`src/rtl/uart_tx_fifo.sv`:
```
// -----------------------------------------------------------------------------
// uart_tx_fifo
//
// Byte buffer and launch controller sitting directly in front of a UART
// transmitter. Application bytes are pushed into a circular FIFO. One byte at
// a time is handed to the transmitter with a single-cycle start pulse. The
// transmitter's busy/ready status paces the frames back to back.
//
// Optional feature macro: UART_TX_FIFO_OVF_EN
//   defined   : `overflow` is a sticky flag, set by any write into a full
//               FIFO and cleared only by reset.
//   undefined : `overflow` is tied to 0 and writes into a full FIFO are
//               dropped silently.
//
// Parameters
//   FRAME_BITS   : bits per byte; must match the transmitter's frame width.
//   DEPTH        : FIFO entries; must be a power of two and at least 2.
//   BUSY_TIMEOUT : cycles allowed for the transmitter to report busy after a
//                  launch; must be at least 2.
//
// Ports
//   clk       in  : single clock, rising edge.
//   reset_n   in  : synchronous, active-low reset.
//   wr_en     in  : write strobe; pushes wr_data when the FIFO is not full.
//   wr_data   in  : byte to enqueue.
//   full      out : FIFO holds DEPTH entries.
//   empty     out : FIFO holds no entries.
//   level     out : occupancy, 0..DEPTH.
//   tx_start  out : one-cycle launch pulse to the transmitter.
//   tx_data   out : byte to the transmitter; held for the whole frame.
//   tx_status in  : transmitter status; 1 = busy, 0 = ready.
//   overflow  out : sticky dropped-write flag (see macro above).
//
// Every output comes from a register or is decoded from registers only.
// -----------------------------------------------------------------------------
module uart_tx_fifo #(
  parameter int FRAME_BITS   = 8,
  parameter int DEPTH        = 16,
  parameter int BUSY_TIMEOUT = 4
) (
  input  logic                    clk,
  input  logic                    reset_n,
  input  logic                    wr_en,
  input  logic [FRAME_BITS-1:0]   wr_data,
  output logic                    full,
  output logic                    empty,
  output logic [$clog2(DEPTH):0]  level,
  output logic                    tx_start,
  output logic [FRAME_BITS-1:0]   tx_data,
  input  logic                    tx_status,
  output logic                    overflow
);

  localparam int AW = $clog2(DEPTH);
  localparam int CW = $clog2(BUSY_TIMEOUT) + 1;

  typedef enum logic [1:0] {
    S_IDLE      = 2'd0,
    S_LAUNCH    = 2'd1,
    S_WAIT_BUSY = 2'd2,
    S_WAIT_DONE = 2'd3
  } state_t;

  state_t                r_state;
  state_t                w_next_state;

  logic [FRAME_BITS-1:0] r_mem [DEPTH];
  // One extra pointer bit distinguishes full from empty when the
  // low index bits coincide.
  logic [AW:0]           r_wr_ptr;
  logic [AW:0]           r_rd_ptr;
  logic                  r_tx_start;
  logic [FRAME_BITS-1:0] r_tx_data;
  logic [CW-1:0]         r_cnt;

  logic                  w_full;
  logic                  w_empty;
  logic                  w_push;
  logic                  w_pop;

  assign w_full  = (r_wr_ptr[AW] != r_rd_ptr[AW]) &&
                   (r_wr_ptr[AW-1:0] == r_rd_ptr[AW-1:0]);
  assign w_empty = (r_wr_ptr == r_rd_ptr);

  // Full is judged on the pre-edge state, so a write into a full FIFO is
  // dropped even when a pop happens in the same cycle.
  assign w_push  = wr_en && !w_full;
  // The only pop is the IDLE launch; tx_status low gates it so that a
  // transmitter still busy (e.g. after our own reset) never gets a start.
  assign w_pop   = (r_state == S_IDLE) && !w_empty && !tx_status;

  // Next-state logic
  always_comb begin
    w_next_state = r_state;
    case (r_state)
      S_IDLE: begin
        if (w_pop) begin
          w_next_state = S_LAUNCH;
        end
      end
      S_LAUNCH: begin
        w_next_state = S_WAIT_BUSY;
      end
      S_WAIT_BUSY: begin
        if (tx_status) begin
          w_next_state = S_WAIT_DONE;
        end else if (r_cnt == CW'(BUSY_TIMEOUT - 1)) begin
          // Transmitter never picked the byte up; it is abandoned.
          w_next_state = S_IDLE;
        end
      end
      S_WAIT_DONE: begin
        if (!tx_status) begin
          w_next_state = S_IDLE;
        end
      end
      default: begin
        w_next_state = S_IDLE;
      end
    endcase
  end

  always_ff @(posedge clk) begin
    if (!reset_n) begin
      r_state <= S_IDLE;
    end else begin
      r_state <= w_next_state;
    end
  end

  // FIFO pointers; a simultaneous push and pop leaves the level unchanged.
  always_ff @(posedge clk) begin
    if (!reset_n) begin
      r_wr_ptr <= '0;
      r_rd_ptr <= '0;
    end else begin
      if (w_push) begin
        r_wr_ptr <= r_wr_ptr + 1'b1;
      end
      if (w_pop) begin
        r_rd_ptr <= r_rd_ptr + 1'b1;
      end
    end
  end

  // Storage carries data only and is not reset; stale contents are
  // unreachable once the pointers are cleared.
  always_ff @(posedge clk) begin
    if (w_push) begin
      r_mem[r_wr_ptr[AW-1:0]] <= wr_data;
    end
  end

  // Launch register: tx_data only changes in the launch cycle, so it stays
  // stable across the transmitter's latch edge and the whole frame.
  always_ff @(posedge clk) begin
    if (!reset_n) begin
      r_tx_start <= 1'b0;
      r_tx_data  <= '0;
    end else begin
      r_tx_start <= w_pop;
      if (w_pop) begin
        r_tx_data <= r_mem[r_rd_ptr[AW-1:0]];
      end
    end
  end

  // Busy-wait timeout counter, cleared on the way into WAIT_BUSY.
  always_ff @(posedge clk) begin
    if (!reset_n) begin
      r_cnt <= '0;
    end else if (r_state == S_LAUNCH) begin
      r_cnt <= '0;
    end else if ((r_state == S_WAIT_BUSY) && !tx_status) begin
      r_cnt <= r_cnt + 1'b1;
    end
  end

`ifdef UART_TX_FIFO_OVF_EN
  logic r_overflow;

  always_ff @(posedge clk) begin
    if (!reset_n) begin
      r_overflow <= 1'b0;
    end else if (wr_en && w_full) begin
      r_overflow <= 1'b1;
    end
  end

  assign overflow = r_overflow;
`else
  assign overflow = 1'b0;
`endif

  assign full     = w_full;
  assign empty    = w_empty;
  assign level    = r_wr_ptr - r_rd_ptr;
  assign tx_start = r_tx_start;
  assign tx_data  = r_tx_data;

endmodule

```
`config.mk`:
```
export PLATFORM = sky130hd
export DESIGN_NAME = uart_tx_fifo
export DESIGN_NICKNAME = d
export VERILOG_FILES = /design/src/rtl/uart_tx_fifo.sv
export SDC_FILE = /design/constraint.sdc
export NUM_CORES = 1
export LEC_CHECK = 0
export BUFFER_PORTS_ARGS = -buffer_cell sky130_fd_sc_hd__buf_2
export CAP_MARGIN = 20
export CORE_MARGIN = 5
export CORE_UTILIZATION = 60
export CTS_CLUSTER_DIAMETER = 100
export CTS_CLUSTER_SIZE = 14
export DETAILED_ROUTE_END_ITERATION = 16
export PLACE_DENSITY = 0.81
export SYNTH_ARGS = -nofsm -noshare
export SYNTH_HDL_FRONTEND = slang
export SYNTH_SLANG_ARGS = --single-unit
```
`constraint.sdc`:
```
create_clock -name clk -period 3.3 [get_ports clk]
set_clock_uncertainty 0.15 [all_clocks]
set_input_delay 0.66 -clock clk [delete_from_list [all_inputs] [get_ports clk]]
set_output_delay 0.66 -clock clk [all_outputs]
set_load 0.005 [all_outputs]
```
==> results of run 1 <==
[routing by layer]
layer | global-route usage [%] | share of wire [%] | vias up
li1 | - | - | 1628
met1 | 28.8 | 43 | 1766
met2 | 34.5 | 48 | 167
met3 | 6.09 | 6.9 | 24
met4 | 8.92 | 2.7 | 0
met5 | 0 | 0 | -
[state kept, by name, summed over array words and instances (netlist names)]
name      count
r_rd_ptr      5
tx_start      1
r_wr_ptr      5
tx_data       8
r_state       2
r_mem       128
r_cnt         3
[synth_stat cells (7+ instances only)]
master	count	share of area (%)
a21oi_1	8	0.64
a221oi_1	8	1.1
a31oi_1	8	0.81
dfxtp_1	24	7.7
edfxtp_1	128	62
ha_1	11	2.2
inv_1	10	0.60
mux2i_1	53	8.5
mux4_2	8	2.9
nor2_1	37	2.2
nor3_1	7	0.56
o21ai_0	18	1.4
o22ai_1	16	1.6
[logic make-up (layout without fill, tap and decap cells)]
logic type | Yosys count | after routing | synth area share (%)
DFF | 152 | 152 | 69.6
AOI/OAI and AO/OA | 69 | 69 | 7.19
and+or+nand+nor | 66 | 66 | 4.93
muxes | 61 | 61 | 11.4
buffers and inverters | 29 | 87 | 2.72
adders and majority gates | 12 | 12 | 2.54
xor gates and xnor gates | 10 | 10 | 1.53
other | 1 | 1 | 0.0604
[layout make-up]
type | instances | area (µm²) | share of cell area, %
Inverter | 10 | 37.5 | 0.530
Timing Repair Buffer | 45 | 270 | 3.82
Clock inverter | 13 | 131 | 1.86
Clock buffer | 19 | 422 | 5.96
Tap cell | 136 | 170 | 2.40
Sequential cell | 152 | 4330 | 61.1
Multi-Input combinational cell | 219 | 1720 | 24.3
[where the power goes]
group | leakage, nW | internal (mW) | total, mW | switching (mW)
logic | 0.729 | 0.200 | 0.506 | 0.306
registers | 1.35 | 2.14 | 2.18 | 0.0381
clock network | 0.261 | 1.07 | 1.79 | 0.721
total | 2.34 | 3.41 | 4.47 | 1.07
[stage by stage]
step / instances / cell area (µm²) / total power [mW]
6_report: 594 / 7080 / 4.47
5_1_grt: 594 / 7080 / 4.65
4_1_cts: 593 / 7070 / 4.49
3_5_place_dp: 561 / 6520 / 2.71
3_3_place_gp: 561 / 6520 / 2.70
2_1_floorplan: 400 / 6210 / 2.54
[worst paths after layout]
path              slack (ns)  cells after the start     endpoint
hold reg to reg         0.38                      2     r_cnt[1]
hold / removal          0.31                      3   r_state[0]
setup / recovery        0.20                      8     level[4]
setup reg to reg        0.46                      6  r_mem[4][7]
[worst min-delay path, cell delays in order]
cell     delay (ns)
buf_2          0.14
a21oi_1        0.08
nor2_1         0.07
==> flow_metrics.env, run 1 <==
export IMPL_tritoncts="built"
export IMPL_slew_violations=0
export IMPL_grt_ovfl_total=0
export IMPL_min_delay_start="tx_status"
export IMPL_synth_cells=400
export IMPL_synth_seq_area_share_pct=69.6
export IMPL_dp_hpwl_mm=8.09
export IMPL_num_rows=37
export IMPL_status="complete, no violations"
export IMPL_portBuffers=27
export IMPL_avgSynthCellArea_um2=15.5
export IMPL_antenna_found_initial=0
export IMPL_nets=469
export IMPL_cp_common_cell="inv_1"
export IMPL_fmax_ghz=0.323
export IMPL_clock_latency_ns=0.52
export IMPL_final_core_util_pct=69.2
export IMPL_relSlewSlack_pct=43.1
export IMPL_cts_setup_buffers=0
export IMPL_synth_ff_type="edfxtp_1"
export IMPL_min_period_ns=3.10
export IMPL_synth_edf_count=128
export IMPL_synth_seq_cells=152
export IMPL_cellPowerDensity_nw_per_um2=632
export IMPL_finalCritPeriodShare_pct=93.9
export IMPL_numCtsBuffers=17
export IMPL_clock_sinks=152
export IMPL_areaGrowthSynthToFinish_pct=13.9
export IMPL_p_leak_nw=2.34
export IMPL_worst_ep_arrival_time_ns=2.29
export IMPL_grt_pass1_wl_mm=20.2
export IMPL_first_global_vias=3653
export IMPL_worst_pin_slew_ns=0.851
export IMPL_initialDrtViolationCount=318
export IMPL_first_pass_iters=5
export IMPL_netlist_area_um2=6210
export IMPL_yosysUniqueCellTypes=41
export IMPL_critical_path_buf_inv_count=3
export IMPL_crit_type="reg -> out"
export IMPL_clkTransAtPathRegs_ns=0.06
export IMPL_wirelength_mm=13.0
export IMPL_gp_congestion=0.822
export IMPL_grt_setup_unrepaired="no"
export IMPL_drc=0
export IMPL_synthArstFlopShare_pct=0
export IMPL_antenna_left=0
export IMPL_place_ws_ns=0.514
export IMPL_mostFrequentLayoutCells="edfxtp_1, mux2i_1, nor2_1"
export IMPL_setup_ws_ns=0.202
export IMPL_critPathTopFamily="adder cells"
export IMPL_yosys_warnings=0
export IMPL_drive_gt1_share_pct=19.0
export IMPL_coreArea_um2=10200
export IMPL_startpoint_type="flop"
export IMPL_crit_slowest_cell="fa_1"
export IMPL_vias=3585
export IMPL_final_common_cell="edfxtp_1"
export IMPL_hold_path_class="in -> reg"
export IMPL_die_width_um=112
export IMPL_critPathLaunch="r_wr_ptr[0]"
export IMPL_die_h_um=112
export IMPL_initial_core_util_pct=60.7
export IMPL_critPathMaxStageDelay_ns=0.40
export IMPL_clk_path_buf_depth=2
export IMPL_worstReg2RegStart="r_rd_ptr[3]"
export IMPL_grt_usage_pct=21.8
export IMPL_antenna_diode_count=0
export IMPL_tns_ns=0
export IMPL_pin_count=29
export IMPL_hold_ws_ns=0.310
export IMPL_cts_resized=0
export IMPL_syn_num_nets=424
export IMPL_maxCapViolCount=0
export IMPL_worst_ir_drop_vdd_uv=385
export IMPL_vias_per_cell=6.04
export IMPL_hold_viol_final=0
export IMPL_root_buffer="clkbuf_8"
export IMPL_setup_violations=0
export IMPL_crit_path_cell_trace="inv_1 -> ha_1 -> inv_1 -> fa_1 -> a21o_1 -> a21oi_1 -> xnor2_1 -> buf_2"
export IMPL_dieArea_um2=12500
export IMPL_wire_per_inst_um=21.8
export IMPL_critPathRequiredTime_ns=2.49
export IMPL_grt_max_degree=31
export IMPL_fill_cells=649
export IMPL_postCtsHoldBufs=0
export IMPL_cts_max_level=4
export IMPL_critPathCaptureType="output pin"
export IMPL_cp_max_fo=5
Note: power is estimated with default switching activity, not from simulation.
==> run 2: changes to the inputs <==
Settings changed: CORE_MARGIN 5 to unset.
==> run 2 against run 1 <==
Sequential power about the same. Combinational power down 2%. Sequential share of layout area down 0.097 points. Clock power up 6%. Wire length down 6.6%. Non-clock buffer count down 3. Die area down 14%. Count of clock-buffer cells in the layout down 2. Sequential cell count unchanged. Cell count down 1.0%. Total power up 2.1%. Largest cell class unchanged.
==> flow_metrics.env, run 2 (synthesis gave the netlist of run 1 again) <==
export IMPL_status="complete, no violations"
export IMPL_first_global_vias=3497
export IMPL_finalCritPeriodShare_pct=92.3
export IMPL_setup_violations=0
export IMPL_vias=3555
export IMPL_critPathCaptureType="output pin"
export IMPL_fill_cells=639
export IMPL_clock_sinks=152
export IMPL_cp_max_fo=5
export IMPL_mostFrequentLayoutCells="edfxtp_1, mux2i_1, nor2_1"
export IMPL_postCtsHoldBufs=0
export IMPL_die_width_um=104
export IMPL_critPathLaunch="r_wr_ptr[0]"
export IMPL_wire_per_inst_um=20.6
export IMPL_worst_ir_drop_vdd_uv=530
export IMPL_hold_path_class="in -> reg"
export IMPL_grt_setup_unrepaired="no"
export IMPL_grt_pass1_wl_mm=18.9
export IMPL_tritoncts="built"
export IMPL_root_buffer="clkbuf_8"
export IMPL_nets=466
export IMPL_cts_max_level=4
export IMPL_slew_violations=0
export IMPL_clkTransAtPathRegs_ns=0.06
export IMPL_fmax_ghz=0.328
export IMPL_clk_path_buf_depth=2
export IMPL_antenna_found_initial=0
export IMPL_areaGrowthSynthToFinish_pct=14.1
export IMPL_first_pass_iters=5
export IMPL_vias_per_cell=6.05
export IMPL_startpoint_type="flop"
export IMPL_wirelength_mm=12.1
export IMPL_dp_hpwl_mm=7.78
export IMPL_initialDrtViolationCount=224
export IMPL_grt_usage_pct=24.0
export IMPL_worst_ep_arrival_time_ns=2.24
export IMPL_antenna_left=0
export IMPL_worst_pin_slew_ns=0.723
export IMPL_ff2ff_path_depth=6
export IMPL_drive_gt1_share_pct=19.1
export IMPL_multi_input_area_um2=1720
export IMPL_largest_reg_flops=128
export IMPL_place_ws_ns=0.578
export IMPL_initial_core_util_pct=62.7
export IMPL_cellPowerDensity_nw_per_um2=644
export IMPL_antenna_diode_count=0
export IMPL_min_period_ns=3.05
export IMPL_portBuffers=27
export IMPL_dieArea_um2=10800
export IMPL_tns_ns=0
export IMPL_drc=0
export IMPL_gp_congestion=0.812
export IMPL_hold_viol_final=0
export IMPL_worstReg2RegStart="r_rd_ptr[3]"
export IMPL_cts_resized=0
export IMPL_critPathRequiredTime_ns=2.49
export IMPL_r2r_setup_slack_ns=0.53
export IMPL_coreArea_um2=9910
export IMPL_crit_type="reg -> out"
export IMPL_final_common_cell="edfxtp_1"
export IMPL_maxCapViolCount=0
export IMPL_grt_max_degree=31
export IMPL_r2r_end="r_mem[4][7]"
export IMPL_num_rows=36
export IMPL_pin_count=29
export IMPL_die_h_um=104
export IMPL_cts_setup_buffers=0
export IMPL_clock_latency_ns=0.52
export IMPL_numCtsBuffers=17
export IMPL_critPathCapture="level[4]"
export IMPL_grt_ovfl_total=0
export IMPL_relSlewSlack_pct=51.6
export IMPL_setup_ws_ns=0.253
export IMPL_p_leak_nw=2.35
export IMPL_register_area_um2=4330
==> run 2: cell count changes in the layout (fill, tap and decap cells not counted), sizes merged <==
cell	before	now
clkbuf	20	17
buf	44	42
inv	10	12
bufinv	2	3
clkinvlp	4	3
==> run 2: metrics by stage <==
step | area (µm²) | std cells | util [%] | hold WS [ns] | total power, mW
detailed placement | 6500 | 556 | 65.6 | 0.375 | 2.71
finish | 7090 | 588 | 71.5 | 0.351 | 4.57
floorplan | 6210 | 400 | - | 0.333 | 2.54
global placement | 6500 | 556 | 65.6 | 0.352 | 2.70
CTS | 7090 | 588 | 71.5 | 0.339 | 4.58
global route | 7090 | 588 | 71.5 | 0.382 | 4.71
==> run 2: where the power goes <==
group	switching, mW	internal, mW	leakage, nW
clock	0.738	1.15	0.284
sequential	0.0387	2.14	1.35
combinational	0.299	0.199	0.714
total	1.08	3.49	2.35
==> run 2: layout make-up <==
cell class | count | area share, %
Timing Repair Buffer | 42 | 3.50
Tap cell | 133 | 2.35
Multi-Input combinational cell | 219 | 24.3
Clock inverter | 15 | 2.49
Clock buffer | 17 | 5.84
Inverter | 10 | 0.530
Sequential cell | 152 | 61.0
==> run 2: how the worst min path moves through the flow <==
| stage | start | slack [ns] | end | depth (start not counted) |
|---|---|---|---|---|
| 6_report | tx_status | 0.35 | r_state[0] | 3 |
| 4_1_cts | tx_status | 0.34 | r_state[0] | 3 |
| 5_1_grt | tx_status | 0.38 | r_state[1] | 3 |
| 3_3_place_gp | r_cnt[1] | 0.35 | r_cnt[1] | 2 |
| 2_1_floorplan | r_cnt[1] | 0.33 | r_cnt[1] | 2 |
| 3_5_place_dp | r_cnt[1] | 0.37 | r_cnt[1] | 2 |
==> run 2: worst max-delay path, cell delays in order, from the launching register on <==
cell	delay [ns]
dfxtp_1	0.36
inv_1	0.14
ha_1	0.16
inv_1	0.05
fa_1	0.40
a21o_1	0.19
a21oi_1	0.17
xnor2_1	0.13
buf_2	0.12
==> run 2: routing by layer <==
metal	GRT usage, %	up-vias	share of wire, %	wire length, µm
met5	0	-	0	0
met4	10.5	0	1.9	229
met3	5.79	16	6.8	818
met2	36.1	169	48	5840
met1	33.8	1749	43	5220
li1	-	1621	-	-
